$ cat src/rtl/lcd_bus_pkg.sv
// Shared definitions for the 8080-style LCD bus receiver.
//   - Command codes the receiver decodes (CASET, PASET, RAMWR).
//   - Receiver FSM state encoding.
//   - RGB565 to RGB444 pixel conversion.
package lcd_bus_pkg;

    localparam logic [7:0] CMD_CASET = 8'h2A;
    localparam logic [7:0] CMD_PASET = 8'h2B;
    localparam logic [7:0] CMD_RAMWR = 8'h2C;

    typedef enum logic [2:0] {
        IDLE,
        CASET_ARG,
        PASET_ARG,
        RAMWR_HI,
        RAMWR_LO,
        SKIP
    } lcd_state_t;

    // Keep the top four bits of each colour channel: R5 -> R4, G6 -> G4, B5 -> B4.
    function automatic logic [11:0] rgb565_to_444(input logic [15:0] p);
        return {p[15:12], p[10:7], p[4:1]};
    endfunction

endpackage

$ cat src/rtl/lcd_wr_sync.sv
// Input synchronizer and write-strobe edge detector for the LCD bus.
// All bus pins pass through SYNC_STAGES flops; a rising edge of the
// synchronized write strobe is registered together with the bus values
// seen in that same cycle.
// Ports:
//   clk_i      clock
//   rst_ni     synchronous active-low reset
//   db_i       raw data bus
//   wr_i       raw write strobe
//   dc_i       raw data/command select
//   rd_i       raw read strobe
//   lcd_rst_i  raw panel reset (active low)
//   ev_o       one-cycle write event
//   db_o       data byte captured with the event
//   dc_o       data/command flag captured with the event
//   rd_o       read strobe level captured with the event
//   lcd_rst_o  synchronized panel reset (active low)
module lcd_wr_sync #(
    parameter int SYNC_STAGES = 2
) (
    input  logic       clk_i,
    input  logic       rst_ni,
    input  logic [7:0] db_i,
    input  logic       wr_i,
    input  logic       dc_i,
    input  logic       rd_i,
    input  logic       lcd_rst_i,
    output logic       ev_o,
    output logic [7:0] db_o,
    output logic       dc_o,
    output logic       rd_o,
    output logic       lcd_rst_o
);

    // Bundle layout: {lcd_rst, rd, dc, wr, db[7:0]}
    localparam int          SYNC_W   = 12;
    // Write strobe flops reset high so releasing reset with wr idle-high
    // cannot look like a rising edge.
    localparam logic [11:0] SYNC_RST = 12'h100;

    logic [SYNC_W-1:0] sync_q [SYNC_STAGES];
    logic [SYNC_W-1:0] sync_s;
    logic              wr_prev_q;
    logic              ev_q;
    logic [7:0]        db_q;
    logic              dc_q;
    logic              rd_q;

    assign sync_s = sync_q[SYNC_STAGES-1];

    always_ff @(posedge clk_i) begin
        if (!rst_ni) begin
            for (int i = 0; i < SYNC_STAGES; i++) begin
                sync_q[i] <= SYNC_RST;
            end
            wr_prev_q <= 1'b1;
            ev_q      <= 1'b0;
            db_q      <= 8'h00;
            dc_q      <= 1'b0;
            rd_q      <= 1'b0;
        end else begin
            sync_q[0] <= {lcd_rst_i, rd_i, dc_i, wr_i, db_i};
            for (int i = 1; i < SYNC_STAGES; i++) begin
                sync_q[i] <= sync_q[i-1];
            end
            wr_prev_q <= sync_s[8];
            ev_q      <= sync_s[8] & ~wr_prev_q;
            db_q      <= sync_s[7:0];
            dc_q      <= sync_s[9];
            rd_q      <= sync_s[10];
        end
    end

    assign ev_o      = ev_q;
    assign db_o      = db_q;
    assign dc_o      = dc_q;
    assign rd_o      = rd_q;
    assign lcd_rst_o = sync_s[11];

endmodule

$ cat src/rtl/lcd_bus_receiver.sv
// Receiver for an 8080-style LCD controller bus. Decodes CASET/PASET window
// setup and RAMWR pixel streams (RGB565, two bytes per pixel) into pixel
// writes with (x, y) coordinates and RGB444 colour.
// Ports:
//   clk          clock
//   resetN       synchronous active-low reset
//   lcd_db       8-bit parallel data bus
//   lcd_wr       write strobe, data taken on its rising edge
//   lcd_d_c      0 = command, 1 = data
//   lcd_rd       read strobe, must be high during writes
//   lcd_reset    panel reset, active low
//   cmd_valid    pulse per accepted command byte
//   cmd_code     last command byte
//   frame_start  pulse per RAMWR command
//   pxl_valid    pulse per completed pixel
//   pxl_x/pxl_y  pixel coordinates
//   pxl_rgb      RGB444 {R,G,B}
//   err_protocol pulse per protocol violation
module lcd_bus_receiver
    import lcd_bus_pkg::*;
#(
    parameter int LCD_WIDTH   = 320,
    parameter int LCD_HEIGHT  = 240,
    parameter int SYNC_STAGES = 2
) (
    input  logic        clk,
    input  logic        resetN,
    input  logic [7:0]  lcd_db,
    input  logic        lcd_wr,
    input  logic        lcd_d_c,
    input  logic        lcd_rd,
    input  logic        lcd_reset,
    output logic        cmd_valid,
    output logic [7:0]  cmd_code,
    output logic        frame_start,
    output logic        pxl_valid,
    output logic [9:0]  pxl_x,
    output logic [8:0]  pxl_y,
    output logic [11:0] pxl_rgb,
    output logic        err_protocol
);

    localparam logic [9:0] XE_RST = 10'(LCD_WIDTH - 1);
    localparam logic [8:0] YE_RST = 9'(LCD_HEIGHT - 1);

    logic       ev_s, dc_s, rd_s, lcd_rst_s;
    logic [7:0] db_s;

    lcd_wr_sync #(.SYNC_STAGES(SYNC_STAGES)) u_sync (
        .clk_i     (clk),
        .rst_ni    (resetN),
        .db_i      (lcd_db),
        .wr_i      (lcd_wr),
        .dc_i      (lcd_d_c),
        .rd_i      (lcd_rd),
        .lcd_rst_i (lcd_reset),
        .ev_o      (ev_s),
        .db_o      (db_s),
        .dc_o      (dc_s),
        .rd_o      (rd_s),
        .lcd_rst_o (lcd_rst_s)
    );

    lcd_state_t  state_q, state_d;
    logic [1:0]  arg_cnt_q, arg_cnt_d;
    logic [23:0] arg_q, arg_d;
    logic [7:0]  hi_q, hi_d;
    logic [9:0]  xs_q, xs_d, xe_q, xe_d, x_q, x_d;
    logic [8:0]  ys_q, ys_d, ye_q, ye_d, y_q, y_d;
    logic        cmd_valid_q, cmd_valid_d;
    logic [7:0]  cmd_code_q, cmd_code_d;
    logic        frame_start_q, frame_start_d;
    logic        pxl_valid_q, pxl_valid_d;
    logic [9:0]  pxl_x_q, pxl_x_d;
    logic [8:0]  pxl_y_q, pxl_y_d;
    logic [11:0] pxl_rgb_q, pxl_rgb_d;
    logic        err_q, err_d;
    logic [15:0] win_lo, win_hi, win_lim;

    always_comb begin
        state_d       = state_q;
        arg_cnt_d     = arg_cnt_q;
        arg_d         = arg_q;
        hi_d          = hi_q;
        xs_d          = xs_q;
        xe_d          = xe_q;
        ys_d          = ys_q;
        ye_d          = ye_q;
        x_d           = x_q;
        y_d           = y_q;
        cmd_valid_d   = 1'b0;
        cmd_code_d    = cmd_code_q;
        frame_start_d = 1'b0;
        pxl_valid_d   = 1'b0;
        pxl_x_d       = pxl_x_q;
        pxl_y_d       = pxl_y_q;
        pxl_rgb_d     = pxl_rgb_q;
        err_d         = 1'b0;
        // Window candidate: first two argument bytes are the start, the
        // buffered third byte plus the current byte form the end.
        win_lo        = arg_q[23:8];
        win_hi        = {arg_q[7:0], db_s};
        win_lim       = (state_q == CASET_ARG) ? 16'(LCD_WIDTH) : 16'(LCD_HEIGHT);

        if (ev_s) begin
            if (!rd_s) begin
                // Bus contention: drop the byte, keep all state.
                err_d = 1'b1;
            end else if (!dc_s) begin
                cmd_valid_d = 1'b1;
                cmd_code_d  = db_s;
                arg_cnt_d   = 2'd0;
                // A command interrupting a pixel loses the buffered high byte.
                err_d       = (state_q == RAMWR_LO);
                case (db_s)
                    CMD_CASET: state_d = CASET_ARG;
                    CMD_PASET: state_d = PASET_ARG;
                    CMD_RAMWR: begin
                        state_d       = RAMWR_HI;
                        frame_start_d = 1'b1;
                        x_d           = xs_q;
                        y_d           = ys_q;
                    end
                    default:   state_d = SKIP;
                endcase
            end else begin
                case (state_q)
                    CASET_ARG, PASET_ARG: begin
                        if (arg_cnt_q != 2'd3) begin
                            arg_d     = {arg_q[15:0], db_s};
                            arg_cnt_d = arg_cnt_q + 2'd1;
                        end else begin
                            arg_cnt_d = 2'd0;
                            state_d   = IDLE;
                            if (win_lo > win_hi || win_hi >= win_lim) begin
                                err_d = 1'b1;
                            end else if (state_q == CASET_ARG) begin
                                xs_d = win_lo[9:0];
                                xe_d = win_hi[9:0];
                            end else begin
                                ys_d = win_lo[8:0];
                                ye_d = win_hi[8:0];
                            end
                        end
                    end
                    RAMWR_HI: begin
                        hi_d    = db_s;
                        state_d = RAMWR_LO;
                    end
                    RAMWR_LO: begin
                        pxl_valid_d = 1'b1;
                        pxl_x_d     = x_q;
                        pxl_y_d     = y_q;
                        pxl_rgb_d   = rgb565_to_444({hi_q, db_s});
                        state_d     = RAMWR_HI;
                        if (x_q < xe_q) begin
                            x_d = x_q + 10'd1;
                        end else begin
                            x_d = xs_q;
                            y_d = (y_q == ye_q) ? ys_q : y_q + 9'd1;
                        end
                    end
                    default: ;
                endcase
            end
        end
    end

    // Panel reset behaves exactly like resetN for everything after the
    // synchronizer; err_q is cleared too, so no error can escape it.
    always_ff @(posedge clk) begin
        if (!resetN || !lcd_rst_s) begin
            state_q       <= IDLE;
            arg_cnt_q     <= 2'd0;
            arg_q         <= 24'h0;
            hi_q          <= 8'h00;
            xs_q          <= 10'd0;
            xe_q          <= XE_RST;
            ys_q          <= 9'd0;
            ye_q          <= YE_RST;
            x_q           <= 10'd0;
            y_q           <= 9'd0;
            cmd_valid_q   <= 1'b0;
            cmd_code_q    <= 8'h00;
            frame_start_q <= 1'b0;
            pxl_valid_q   <= 1'b0;
            pxl_x_q       <= 10'd0;
            pxl_y_q       <= 9'd0;
            pxl_rgb_q     <= 12'h000;
            err_q         <= 1'b0;
        end else begin
            state_q       <= state_d;
            arg_cnt_q     <= arg_cnt_d;
            arg_q         <= arg_d;
            hi_q          <= hi_d;
            xs_q          <= xs_d;
            xe_q          <= xe_d;
            ys_q          <= ys_d;
            ye_q          <= ye_d;
            x_q           <= x_d;
            y_q           <= y_d;
            cmd_valid_q   <= cmd_valid_d;
            cmd_code_q    <= cmd_code_d;
            frame_start_q <= frame_start_d;
            pxl_valid_q   <= pxl_valid_d;
            pxl_x_q       <= pxl_x_d;
            pxl_y_q       <= pxl_y_d;
            pxl_rgb_q     <= pxl_rgb_d;
            err_q         <= err_d;
        end
    end

    assign cmd_valid    = cmd_valid_q;
    assign cmd_code     = cmd_code_q;
    assign frame_start  = frame_start_q;
    assign pxl_valid    = pxl_valid_q;
    assign pxl_x        = pxl_x_q;
    assign pxl_y        = pxl_y_q;
    assign pxl_rgb      = pxl_rgb_q;
    assign err_protocol = err_q;

endmodule

$ cat config.mk
export PLATFORM = sky130hd
export DESIGN_NAME = lcd_bus_receiver
export DESIGN_NICKNAME = d
export VERILOG_FILES = /design/src/rtl/lcd_bus_pkg.sv /design/src/rtl/lcd_wr_sync.sv /design/src/rtl/lcd_bus_receiver.sv
export SDC_FILE = /design/constraint.sdc
export NUM_CORES = 1
export LEC_CHECK = 0
export CAP_MARGIN = 5
export CORE_ASPECT_RATIO = 0.7
export CORE_MARGIN = 10
export CORE_UTILIZATION = 53
export CTS_BUF_LIST = sky130_fd_sc_hd__clkbuf_16
export CTS_CLUSTER_SIZE = 16
export DETAILED_ROUTE_END_ITERATION = 6
export GPL_TIMING_DRIVEN = 0
export PLACE_DENSITY = 0.74
export SLEW_MARGIN = 20
export SYNTH_ARGS = -nofsm -noshare
export SYNTH_HDL_FRONTEND = slang
export SYNTH_HIERARCHICAL = 1
export SYNTH_SLANG_ARGS = --single-unit
$ cat constraint.sdc
create_clock -name clk -period 3.5 [get_ports clk]
set_clock_uncertainty 0.2 [all_clocks]
set_input_delay 0.525 -clock clk [delete_from_list [all_inputs] [get_ports clk]]
set_output_delay 0.525 -clock clk [all_outputs]
set_load 0.01 [all_outputs]
Word-level counts from Yosys, hierarchy flattened

Memory sizes are Yosys's and may differ from the RTL's.
Cells that the tools add are included.

Register bits: 149
Bits in writable memories: 24
Bits of input ports: 14
Output and inout port bits: 43
Word-level logic and storage cells: 103
Memories: 1

Add/sub/neg operators: 3
Order comparisons: 3
Equality and inequality tests: 14
Mux-type cells: 29
Bitwise logic cells: 10
Reductions and logical operators: 20

Memories:

| name          | depth | width | rd ports | clocked after Yosys merged registers in | write ports | RTL line          | source |
|---|---|---|---|---|---|---|---|
| u_sync.sync_q | 2     | 12    | 2        | 0                                       | 2           | lcd_wr_sync.sv:41 | `logic [SYNC_W-1:0] sync_q [SYNC_STAGES];` |

Operator list:

| kind                    | number |
|---|---|
| $mux W9                 | 6 |
| $mux W10                | 4 |
| $eq A8 B6 Y1 const B    | 3 |
| $mux W12                | 2 |
| $pmux W3 S3             | 2 |
| $ge A16 B9 Y1           | 1 |
| $gt A16 B16 Y1          | 1 |
| $reduce_and A4 Y1       | 4 |
| $reduce_and A7 Y1       | 2 |
| $add A10 B1 Y10 const B | 1 |
| $lt A10 B10 Y1          | 1 |
| $mux W1                 | 10 |
| $reduce_and A5 Y1       | 2 |
| $add A9 B1 Y9 const B   | 1 |
| $eq A9 B9 Y1            | 1 |
| $ne A2 B2 Y1 const B    | 4 |
| $reduce_or A4 Y1        | 2 |
| $not A1 Y1              | 7 |
| $eq A3 B2 Y1 const B    | 2 |
| $mux W2                 | 3 |
| $mux W3                 | 2 |
| $reduce_and A3 Y1       | 2 |
| $ne A4 B4 Y1 const B    | 1 |
| $reduce_or A2 Y1        | 2 |
| other kinds (10)        | 13 |

Logic depth before layout (Yosys ltp)

Word-level depth: 9
Mapped depth: 13
Mapped depth without buffers: 9

Cells and area by module

The synthesis kept the hierarchy.

By module, submodules not included:

| module           | times used | cells an instance | area an instance (sq um) | sequential area each (sq um) |
|---|---|---|---|---|
| lcd_bus_receiver | 1          | 788               | 6318.6                   | 2722.6 |
| lcd_wr_sync      | 1          | 75                | 1004.7                   | 720.7 |

Least setup slack after synthesis

Ideal clock, no wire load.

Kind: reg2reg
Start point: reg state_q[1]
End point: reg xe_q[6]
Setup time: 0.070 ns
Data arrival time: 2.658 ns
Required time: 3.230 ns
Setup slack: 0.572 ns
Stages on the path, launching flop included: 14
Buffers on the path: 4
Period minus slack after synthesis: 2.928 ns
Cells stage by stage: dfxtp_1 -> clkbuf_1 -> or3b_2 -> clkbuf_1 -> inv_1 -> ha_1 -> o21ai_0 -> a21oi_1 -> o21ai_0 -> and4_1 -> clkbuf_1 -> buf_2 -> nand3_1 -> a21oi_1

Word-level cells in the longest chain between the ends: 6
Elaborated cells between the ends (all ways): 8
Classes of those cells: order compare: 1; eq/ne: 2; mux: 1; bitwise: 1; reduce/logical: 3

Ends and longest elaborated chain:

| element                                | RTL line                                                                  | source |
|---|---|---|
| start, declared                        | lcd_bus_receiver.sv:64                                                    | `lcd_state_t state_q, state_d;` |
| start signal, assigned                 | lcd_bus_receiver.sv:192                                                   | `state_q <= state_d;` |
| $eq A3 B1 Y1                           | lcd_bus_receiver.sv:103, lcd_bus_receiver.sv:127, lcd_bus_receiver.sv:137 |  |
| $mux W9                                | lcd_bus_receiver.sv:103                                                   | `win_lim = (state_q == CASET_ARG) ? 16'(LCD_WIDTH) : 16'(LCD_HEIGHT);` |
| $ge A16 B9 Y1                          | lcd_bus_receiver.sv:135                                                   | `if (win_lo > win_hi \|\| win_hi >= win_lim) begin` |
| $logic_or A1 B1 Y1                     | lcd_bus_receiver.sv:135                                                   |  |
| $not A1 Y1 (no source line)            | -                                                                         |  |
| $reduce_and A7 Y1 (no source line) (*) | -                                                                         |  |
| end signal, assigned                   | lcd_bus_receiver.sv:178                                                   | `xe_q <= XE_RST;` |
| end signal, assigned                   | lcd_bus_receiver.sv:197                                                   | `xe_q <= xe_d;` |
| end, declared                          | lcd_bus_receiver.sv:68                                                    | `logic [9:0] xs_q, xs_d, xe_q, xe_d, x_q, x_d;` |

Every way passes the cells marked *; elsewhere a longest branch is shown, timed or not.
A chain may end at the register's enable or synchronous reset.

Final worst setup path

Start point: reg state_q[1]
End point: reg xe_q[7]

The elaborated chain is that of the path after synthesis.

==> results_dict.tcl <==
set metrics [dict create \
    status "complete, no violations" \
    yosysSeqAreaShare_pct 47.0 \
    cp_max_fo 10 \
    synth_cell_types 65 \
    htreeDepth 4 \
    pre_cts_ws_ns 0.130 \
    place_area_mm2 0.00812 \
    wl_per_cell_um 17.3 \
    postCtsSetupBuffers 0 \
    ant_nets 0 \
    cts_sinks 172 \
    dpl.hpwl_um 14000 \
    max_slew_margin_pct 30.1 \
    fin_ws_ns 0.160 \
    clock_path_buffers 2 \
    drc 0 \
    synth_top_area_cell "dfxtp_1" \
    r2r_cells 11 \
    postCtsHoldBufs 0 \
    required_ns 3.65 \
    fmax_ghz 0.299 \
    cts_resized 0 \
    min_from "u_sync/sync_q[0][8]" \
    finalNetCount 982 \
    io_buffers 56 \
    yosys-top-cells-area "dfxtp_1 47%, a21oi_1 8.1%, nand2_1 6.9%" \
    syn_inst 863 \
    leakage_uw 0.00306 \
    worst_pin_slew_ns 1.04 \
    dr.pass1.iters 5 \
    setup_violations 0 \
    drt-initial-drc-count 679 \
    routed_via_density 5.68 \
    slowest_delay_ns 0.49 \
    vias 6448 \
    ir_worst_vdd_mv 0.323 \
    path_clk_slew_ns 0.07 \
    period_minus_slack_ns 3.34 \
    grt_util_all_layers_pct 20.3 \
    cts_tree "built" \
    cpMostUsedCell "clkbuf_1" \
    min_delay_path_depth 1 \
    syn_area_mm2 0.00732 \
    grt_max_degree 17 \
    critical_path_class "flop to flop" \
    finalHoldViolCount 0 \
    synth_edf_count 0 \
    r2r-start "state_q[1]" \
    min_to "u_sync/sync_q[0][20]" \
    wirelength_um 19600 \
    fp.dieW_um 160 \
    crit_path_start_kind "flop" \
    dp_cells 1104 \
    yosys_warnings 6 \
    grt-ovfl-total 0 \
    antenna_found_initial 0 \
    grt_pass1_vias 6035 \
    powerDensity_mw_per_mm2 473 \
    drv_slew 0 \
    syn_nets 907 \
    row_count 35 \
    rr_endpoint "xe_q[7]" \
    cpMaxStageDelayCell "or3b_2" \
    cp_cell_sequence "clkbuf_1 -> or3b_2 -> clkbuf_1 -> ha_1 -> or4_1 -> nor2_4 -> and4_1 -> clkbuf_1 -> clkbuf_4 -> nand3_1 -> a21oi_1" \
    ios 57 \
    avgSynthCellArea_um2 8.49 \
    synthArstFlopShare_pct 0 \
    initial_core_util_pct 54.8 \
    layout-drive-gt1-share_pct 9.67 \
    finalInstanceArea_mm2 0.00877 \
    core_mm2 0.0134 \
    layout_commonest_cell "dfxtp_1" \
    max_cap_violations 0 \
    reg2reg_slack_ns 0.16 \
    layout_common_cells "172 x dfxtp_1, 134 x nand2_1, 119 x a21oi_1" \
    gp_congestion 0.921 \
    rsz0062_at_grt "false" \
    setup-tns-final_ns 0 \
    ys.flop_type "dfxtp_1" \
    clk_latency_ns 0.43 \
    syn_to_final_growth_pct 19.8 \
    crit_path_end_kind "flop" \
    synth_top_area_share_pct 47.0 \
    antenna_cells 0 \
    cts_buffers 17 \
    cts_root_buf "clkbuf_16" \
    arrival_ns 3.49 \
    fp.dieH_um 118 \
    yosys_register_bits 172 \
    dieArea_mm2 0.0190 \
    grt_pass1_wl_um 31800 \
    finalCritPeriodShare_pct 95.4 \
    min_path_type "flop to flop" \
    layout.cells.non_filler 1136 \
]
-- registers in the layout (all words and copies together), names as in the netlist, 2 cells and up --
signal / count
pxl_y: 9
arg_cnt_q: 2
pxl_rgb: 12
xe_q: 10
pxl_x: 10
ys_q: 9
u_sync/db_o: 8
hi_q: 7
u_sync/sync_q: 24
state_q: 3
arg_q: 24
x_q: 10
xs_q: 10
y_q: 9
ye_q: 9
cmd_code: 8
-- report_power, final --
group	switching [uW]	total [uW]	internal, uW
registers	9.63	1980	1970
logic	73.0	116	42.7
clock network	838	2050	1210
-- routing by layer --
layer  track usage [%]  share of wire, %
met1              28.2                47
met3              5.41               9.7
met4              5.32               1.6
met2              30.3                42
met5                 0                 0
-- worst max-delay path by stage --
stage	slack (ns)	cells after the start	to	startpoint
4_1_cts	0.03	10	ys_q[0]	state_q[1]
5_1_grt	0.01	11	xs_q[4]	state_q[1]
3_3_place_gp	0.15	10	ys_q[1]	state_q[1]
3_5_place_dp	0.13	11	xe_q[7]	state_q[1]
2_1_floorplan	0.57	13	xe_q[6]	state_q[1]
6_report	0.16	11	xe_q[7]	state_q[1]
-- synth_stat cells, types with 3 or more instances --
cell type,count
dfxtp_1,172
nand2_1,134
a21oi_1,119
nor2_1,55
o21ai_0,46
clkbuf_1,45
nand3_1,37
ha_1,30
and2_2,29
inv_1,29
mux2i_1,20
nand4_1,11
xnor2_1,11
nor3_1,10
a31oi_1,8
and3_1,8
nor3b_1,6
o311ai_0,6
a211oi_1,5
nor2b_1,5
and2_1,4
buf_2,4
clkbuf_2,4
or4_1,4
buf_1,3
nor4_1,3
o31ai_1,3
or2b_1,3
or3b_2,3
-- worst max-delay path, delay by kind of cell, from the launching register on --
family | cells | cell delay, ns
flip-flops | 1 | 0.30
AND/OR/NAND/NOR | 5 | 1.49
buffers and inverters | 4 | 0.82
AO/OA/AOI/OAI | 1 | 0.19
adder cells (fa/ha/maj) | 1 | 0.25
-- stage by stage --
| step | hold WS [ns] | total power [uW] | util, % |
|---|---|---|---|
| 6_report | 0.202 | 4150 | 65.7 |
| 5_1_grt | 0.239 | 4240 | 65.7 |
| 4_1_cts | 0.206 | 4150 | 65.5 |
| 3_5_place_dp | 0.195 | 2140 | 60.8 |
| 3_3_place_gp | 0.188 | 2140 | 60.8 |
| 2_1_floorplan | 0.185 | 2090 | - |
-- logic make-up (layout without fill, tap and decap cells) --
logic type      after synthesis  in the layout  synth area share [%]
flops                       172            172                  47.0
buf+inv                      87            175                  4.80
simple gates                333            333                  22.8
fa+ha+maj                    30             30                  5.13
mux                          21             21                  2.89
compound gates              207            207                  15.8
xor+xnor                     13             13                  1.55
-- layout make-up --
type,instances,area (um2)
fillers,1124,4580
repair buffers,56,561
clock buffers,17,425
flip-flops and latches,172,3440
clock inverters,15,210
plain buffers,58,248
multi-input cells,604,3550
well taps,185,231
inverters,29,109
(Power assumes the default switching activity.)
